### src/rtl/pmp_sel_pkg.sv
// Shared types and constants for the PMP select/dispatch block.
package pmp_sel_pkg;

  typedef enum logic [1:0] {
    IDLE  = 2'd0,
    DELAY = 2'd1,
    WAIT  = 2'd2,
    DONE  = 2'd3
  } state_e;

  // Channel selection mode
  localparam int unsigned MODE_MULTICAST = 0;
  localparam int unsigned MODE_PRIORITY  = 1;

  // Upstream join condition
  localparam int unsigned JOIN_ANY = 0;
  localparam int unsigned JOIN_ALL = 1;

endpackage

### src/rtl/pmp_sel_mask.sv
// Channel-valid mask filter: pass-through (multicast) or lowest-set-bit isolate (priority).
module pmp_sel_mask
  import pmp_sel_pkg::*;
#(
  parameter int unsigned N_CH = 3,
  parameter int unsigned MODE = MODE_MULTICAST
) (
  input  logic [N_CH-1:0] i_data,
  output logic [N_CH-1:0] o_mask
);

  logic [N_CH-1:0] neg_data;

  // Two's complement AND isolates the lowest set bit (x & -x)
  always_comb begin
    neg_data = ~i_data + N_CH'(1);
    if (MODE == MODE_PRIORITY) begin
      o_mask = i_data & neg_data;
    end else begin
      o_mask = i_data;
    end
  end

endmodule

### src/rtl/pmp_sel_dispatch.sv
// PMP select/dispatch: accepts one upstream drive, pulses the selected downstream
// channels after DRIVE_DLY cycles, then joins their frees into one upstream free.
module pmp_sel_dispatch
  import pmp_sel_pkg::*;
#(
  parameter int unsigned N_CH      = 3,
  parameter int unsigned DRIVE_DLY = 1,
  parameter int unsigned MODE      = 0,
  parameter int unsigned JOIN_ALL  = 1
) (
  input  logic            clk,
  input  logic            rst,
  input  logic            i_drive,
  input  logic [N_CH-1:0] i_data,
  output logic            o_free,
  output logic [N_CH-1:0] o_drive_next,
  input  logic [N_CH-1:0] i_free_next,
  output logic            o_busy,
  output logic            o_err
);

  localparam int unsigned CW = $clog2(DRIVE_DLY + 1);

  state_e          state_q, state_d;
  logic [N_CH-1:0] mask_q, mask_d;
  logic [N_CH-1:0] pend_q, pend_d;
  logic [N_CH-1:0] pend_nx;
  logic [N_CH-1:0] filt_mask;
  logic [CW-1:0]   cnt_q, cnt_d;
  logic [N_CH-1:0] drv_q, drv_d;
  logic            free_q, free_d;
  logic            busy_q, busy_d;
  logic            err_q, err_d;

  pmp_sel_mask #(
    .N_CH (N_CH),
    .MODE (MODE)
  ) u_mask (
    .i_data (i_data),
    .o_mask (filt_mask)
  );

  // Next-state logic; outputs are decoded from the next state so they leave a register
  always_comb begin
    state_d = state_q;
    mask_d  = mask_q;
    pend_d  = pend_q;
    cnt_d   = cnt_q;
    err_d   = 1'b0;
    pend_nx = pend_q & ~i_free_next;

    unique case (state_q)
      IDLE, DONE: begin
        if (i_drive) begin
          mask_d = filt_mask;
          if (filt_mask == '0) begin
            state_d = DONE;
          end else begin
            cnt_d   = CW'(DRIVE_DLY - 1);
            state_d = DELAY;
          end
        end else if (state_q == DONE) begin
          state_d = IDLE;
        end
      end
      DELAY: begin
        err_d = i_drive;
        if (cnt_q == '0) begin
          pend_d  = mask_q;
          state_d = WAIT;
        end else begin
          cnt_d = cnt_q - 1'b1;
        end
      end
      WAIT: begin
        err_d  = i_drive;
        pend_d = pend_nx;
        if (JOIN_ALL != JOIN_ANY) begin
          if (pend_nx == '0) state_d = DONE;
        end else if (pend_nx != pend_q) begin
          state_d = DONE;
        end
      end
      default: state_d = IDLE;
    endcase

    // Drive pulse is the cycle the counter sits at zero in DELAY
    drv_d  = (state_d == DELAY && cnt_d == '0) ? mask_d : '0;
    free_d = (state_d == DONE);
    busy_d = (state_d == DELAY) || (state_d == WAIT);
  end

  // State, datapath and registered outputs
  always_ff @(posedge clk or posedge rst) begin
    if (rst) begin
      state_q <= IDLE;
      mask_q  <= '0;
      pend_q  <= '0;
      cnt_q   <= '0;
      drv_q   <= '0;
      free_q  <= 1'b0;
      busy_q  <= 1'b0;
      err_q   <= 1'b0;
    end else begin
      state_q <= state_d;
      mask_q  <= mask_d;
      pend_q  <= pend_d;
      cnt_q   <= cnt_d;
      drv_q   <= drv_d;
      free_q  <= free_d;
      busy_q  <= busy_d;
      err_q   <= err_d;
    end
  end

  assign o_free       = free_q;
  assign o_drive_next = drv_q;
  assign o_busy       = busy_q;
  assign o_err        = err_q;

endmodule

### config.mk
export PLATFORM = sky130hd
export DESIGN_NAME = pmp_sel_dispatch
export DESIGN_NICKNAME = d
export VERILOG_FILES = /design/src/rtl/pmp_sel_pkg.sv /design/src/rtl/pmp_sel_mask.sv /design/src/rtl/pmp_sel_dispatch.sv
export SDC_FILE = /design/constraint.sdc
export NUM_CORES = 1
export LEC_CHECK = 0
export ABC_CLOCK_PERIOD_IN_PS = 3100
export BUFFER_PORTS_ARGS = -buffer_cell sky130_fd_sc_hd__buf_4
export CAP_MARGIN = 20
export CORE_MARGIN = 2
export CORE_UTILIZATION = 37
export CTS_BUF_LIST = sky130_fd_sc_hd__clkbuf_4 sky130_fd_sc_hd__clkbuf_8
export CTS_CLUSTER_DIAMETER = 120
export DETAILED_ROUTE_END_ITERATION = 16
export PLACE_DENSITY = 0.64
export SETUP_SLACK_MARGIN = 0.5
export SLEW_MARGIN = 40
export SYNTH_ARGS = -nofsm -noshare
export SYNTH_HDL_FRONTEND = slang
export SYNTH_SLANG_ARGS = --single-unit
### constraint.sdc
create_clock -name clk -period 3.1 [get_ports clk]
set_clock_uncertainty 0.15 [all_clocks]
set_input_delay 0.62 -clock clk [delete_from_list [all_inputs] [get_ports clk]]
set_output_delay 0.62 -clock clk [all_outputs]
set_load 0.005 [all_outputs]
Word-level counts from Yosys, hierarchy flattened:

Cells that the tools add are included.
Widths: inputs -> output; s select.

* add/sub/neg operators: 1
* equal/unequal tests: 7
* muxes and demuxes: 16
* bitwise operators: 3
* reduce and logical (&&, ||, !) cells: 9

Operator list (number)
* $mux 3: 4
* $mux 2: 5
* $eq 2x2->1 const B: 4
* $logic_not 3->1: 2
* $pmux 2 s3: 1
* $pmux 3 s2: 1
* $eq 2x1->1 const B: 2
* $mux 1: 4
* $reduce_or 2->1: 2
* $and 3x3->3: 1
* $not 3->3: 1
* $logic_not 2->1: 1
* $ne 2x2->1 const B: 1
* $pmux 1 s2: 1
* $reduce_and 2->1: 1
* $reduce_bool 2->1: 1
* $logic_and 1x1->1: 1
* $logic_or 1x1->1: 1
* $not 1->1: 1
* $sub 1x1->1 const B: 1

* register bits after elaboration: 15
* input bits: 9
* output and inout port bits: 6
* logic and storage cells: 44

Depth between registers and ports, before layout:

* depth in word-level cells: 8
* depth in mapped cells: 10
* mapped depth without buffers: 9

Cells and area by module:

A second synthesis with hierarchy kept.

* cell total of the unflattened synthesis: 72
* area, all modules: 789.5 um^2

By module, submodules not included
* pmp_sel_dispatch: times used 1, cells each 69, area an instance 767.0 um^2, sequential area each 375.4 um^2
* pmp_sel_mask: times used 1, cells each 3, area an instance 22.5 um^2, sequential area each 0.0 um^2

Worst setup path before layout:

No wires, ideal clock.

* path type: input -> register
* from: in i_data[2]
* to: reg drv_q[0], in the netlist o_drive_next[0]
* library setup time: 0.124 ns
* arrival time: 1.733 ns
* data required time: 2.826 ns
* path slack: 1.093 ns
* cell stages on the path: 7
* buffers on the path: 0
* cells stage by stage: o31a_1 -> o21ai_1 -> o31ai_1 -> ha_1 -> nor2b_1 -> a22oi_2 -> nor2b_1

* longest elaborated chain between the ends: 7
* elaborated cells on any way between the ends: 11
* classes of those cells: 1 x eq/ne; 7 x mux; 1 x bitwise; 2 x reduce/logical

Ends and longest elaborated chain
* start, declared: line pmp_sel_dispatch.sv:14 `input logic [N_CH-1:0] i_data,`
* $logic_not 3->1 *: line pmp_sel_dispatch.sv:56 `if (filt_mask == '0) begin`
* $mux 2 / $mux 1 (equally long branches): line pmp_sel_dispatch.sv:56
* $mux 2 / $mux 1 (equally long branches): line pmp_sel_dispatch.sv:54 `if (i_drive) begin`
* $pmux 2 s3 / $pmux 1 s2 (equally long branches): line pmp_sel_dispatch.sv:52 `unique case (state_q)`
* $eq 2x1->1 / $not 1->1 (equally long branches): line pmp_sel_dispatch.sv:88 `drv_d = (state_d == DELAY && cnt_d == '0) ? mask_d : '0;`
* $logic_and 1x1->1 *: line pmp_sel_dispatch.sv:88
* $mux 3 *: line pmp_sel_dispatch.sv:88
* named net drv_d[0]: line pmp_sel_dispatch.sv:30 `logic [N_CH-1:0] drv_q, drv_d;`
* end signal, assigned: line pmp_sel_dispatch.sv:109 `drv_q <= drv_d;`
* end, declared: line pmp_sel_dispatch.sv:30

The timed path passes the listed nets; every way through them passes the cells marked *.
A chain may end at the register's enable or synchronous reset.

Worst setup path after layout:

* from: reg state_q[0]
* to: reg drv_q[2], in the netlist o_drive_next[2]

* longest elaborated chain between the ends: 7
* elaborated cells on any way between the ends: 16
* classes of those cells: 4 x eq/ne; 8 x mux; 1 x bitwise; 3 x reduce/logical

Ends and longest elaborated chain
* start, declared: line pmp_sel_dispatch.sv:24 `state_e state_q, state_d;`
* start signal, assigned: line pmp_sel_dispatch.sv:105 `state_q <= state_d;`
* $eq 2x2->1: line pmp_sel_dispatch.sv:52, pmp_sel_dispatch.sv:62
* $mux 2: line pmp_sel_dispatch.sv:62 `end else if (state_q == DONE) begin`
* $mux 2: line pmp_sel_dispatch.sv:54
* $pmux 2 s3 *: line pmp_sel_dispatch.sv:52
* named net state_d[0]: line pmp_sel_dispatch.sv:24
* $eq 2x1->1 *: line pmp_sel_dispatch.sv:88
* $logic_and 1x1->1 *: line pmp_sel_dispatch.sv:88
* $mux 3 *: line pmp_sel_dispatch.sv:88
* named net drv_d[2]: line pmp_sel_dispatch.sv:30

Marked as above.

==> run metrics <==
post-layout instance count excluding filler cells 110; Synth top area share 48.94%; Post-CTS Setup Repair Bufs 0; CTS Buf Count 3; final worst setup slack around 840 ps; first-pass GRT wire length 2394 um; width of the die just under 50 um; syn avg cell area approximately 11 um2; CP Class flip-flop to flip-flop; Synth area leaders dfrtp_1 49%, ha_1 8.2%, a22o_1 5.7%; hold buffers post-CTS 0; area grow syn2layout 19.25%; maximum fanout along the worst path 10; unique cell type count in the Yosys netlist 25; R2R setup slack 840 ps; vias in the first global route approximately 550; post-placement cell count about 110; final core utilization about 47%; clock insertion delay at the later pin of the skew report roughly 290 ps; clock-pin slew on the worst setup and hold paths 90 ps; area share of fa/ha/maj cells after synthesis 8.157%; Synth Warn # 0; GRT Overall Usage 13.53%; Cell Area, Placed 884.6 um2; Die Area around 2500 um2; layout cells sized above 1 26.51%; Startpoint Class flip-flop; most frequent cells in the layout 15 x dfrtp_1, 14 x buf_4, 6 x nor2b_1, 5 x a22o_1, 5 x ha_1; reg2reg end o_drive_next[2]; Initial Utilization 39.09%; pre-CTS setup slack between 800 and 900 ps; clock sink total 15; WP data arrival 2320 ps; clock root buffer clkbuf_4; antenna-violating nets left 0; minimum clock period approximately 2300 ps; CTS H-Tree Depth 1; Post-Syn Area ~770 um2; Std-Cell Rows 16; Pre-Repair DR Iteration Count 4; Worst-Margin Slew 567.5 ps; most common cell after layout, fill and taps aside dfrtp_1; Critical Path RT 3160 ps; Post-Synth Simple-Gate Area 12.89%; Clock Tree Buf Depth 2; register area share after synthesis 48.94%; Net Count, Synth 83; RSZ-0062 raised after global routing no; largest net degree at the start of global routing 16; Tcrit/Tclk final 73.06%; max_cap viols 0; WL final 1407 um; top cell type by total area after synthesis dfrtp_1; Worst VDD drop 358.5 uV; DRT iter0 DRCs 7; Compound-Gate Fraction of Synth Area 17.46%; post-route cell area 914.6 um2; placer's final routability congestion estimate 0.8243; FF+latch count, synth 15; Worst slew margin between 60% and 70%; mux cell area share after synthesis between 7 and 8%; via density per instance 4.918; Total Neg Setup Slack 0 ps; element type at the critical path end flip-flop; Via Count 541; Post-DP HPWL 1020 um; initial antenna violation count 0; Reg-to-Reg Start state_q[0]; Slew Viols, Final 0; power density cells 1033 nW/um2; Resize count post-CTS 0; run status finished clean; max frequency 441.5 MHz; XOR/XNOR Fraction of Synth Area 0%; # IOs 15; Leakage ~0.00045 uW; n_diodes 0; IO buf count 14; Nets just under 100; Hold Vio Cnt, Final 0; Routed WL per cell 12.79 um; Congestion Overflow GR 0; Hold Crit Class primary input to asynchronous set/reset pin; residual DRC count 0; Placeable Area 1962 um2; Die Span Y 49.53 um; Setup Viol. Count Final 0; CTS tree done; main combinational cell family by area after synthesis compound AO/OA/AOI/OAI gates; Post-Synthesis Cells 69; Worst Reg-to-Reg Cells 9
-- through the flow --
step	total power (uW)	hold WS, ps
after floorplan	710.2	316.0
after global placement	822.0	361.1
after detailed placement	831.0	365.3
after CTS	959.7	254.4
after global routing	1037	270.6
final	944.8	233.3
-- critical path, stage by stage, from the launching register on --
cell	delay, ps
dfrtp_1	350
inv_1	70
ha_1	420
nor2b_1	200
a21oi_1	60
o211ai_1	300
ha_1	240
nor2b_1	160
a22oi_2	90
nor2b_1	140
-- metal layers --
metal	global-route usage [%]	vias up	wire length, um	share of wire, %
li1	-	265	-	-
met1	15.95	262	649	46
met2	20.22	10	667	47
met3	3.030	4	40	2.8
met4	12.50	0	49	3.5
met5	0	-	0	0
-- area by class of cell --
type | instances | area, um2
clock buffers | 4 | 30.03
fillers | 205 | 1047
inverters | 4 | 15.01
multi-input cells | 46 | 355.3
flip-flops and latches | 15 | 375.4
well taps | 27 | 33.78
repair buffers | 14 | 105.1
-- worst max-delay path by stage --
| stage | from | to | slack [ps] |
|---|---|---|---|
| after floorplan | i_data[2] | o_drive_next[0] | 1090 |
| after global placement | i_data[2] | o_drive_next[0] | 880 |
| after detailed placement | i_data[2] | o_drive_next[0] | 850 |
| after CTS | state_q[0] | o_drive_next[0] | 830 |
| after global routing | state_q[0] | o_drive_next[2] | 610 |
| final | state_q[0] | o_drive_next[2] | 840 |
-- logic make-up (layout without fill, tap and decap cells) --
family / after synthesis / in the layout
compound gates: 18 / 18
fa+ha+maj: 5 / 5
buf+inv: 8 / 22
flops: 15 / 15
mux: 5 / 5
simple gates: 18 / 18
-- Yosys cell counts (all sizes together) --
cell type  number
dfrtp          15
nor2b           6
a22o            5
ha              5
inv             4
nand2           4
nand2b          4
o21ai           4
buf             3
mux2i           3
a21oi           2
mux2            2
nor2            2
o31a            2
a21boi          1
a22oi           1
clkbuf          1
nand3           1
nand4           1
o211ai          1
o21a            1
o31ai           1
-- sequential cells by signal (all words and copies together) (netlist names) --
signal and flops:
mask_q 3, o_drive_next 3, state_q 2, cnt_q 1, o_free 1, o_err 1
o_busy 1, pend_q 3
-- power by group --
| part | total (uW) | leakage, uW | internal [uW] | switching (uW) |
|---|---|---|---|---|
| clock | 121 | 0.0000184 | 58.8 | 61.9 |
| combinational | 509 | 0.000236 | 247 | 261 |
| sequential | 316 | 0.000191 | 278 | 37.6 |
Power figures use the tool's default switching activity.
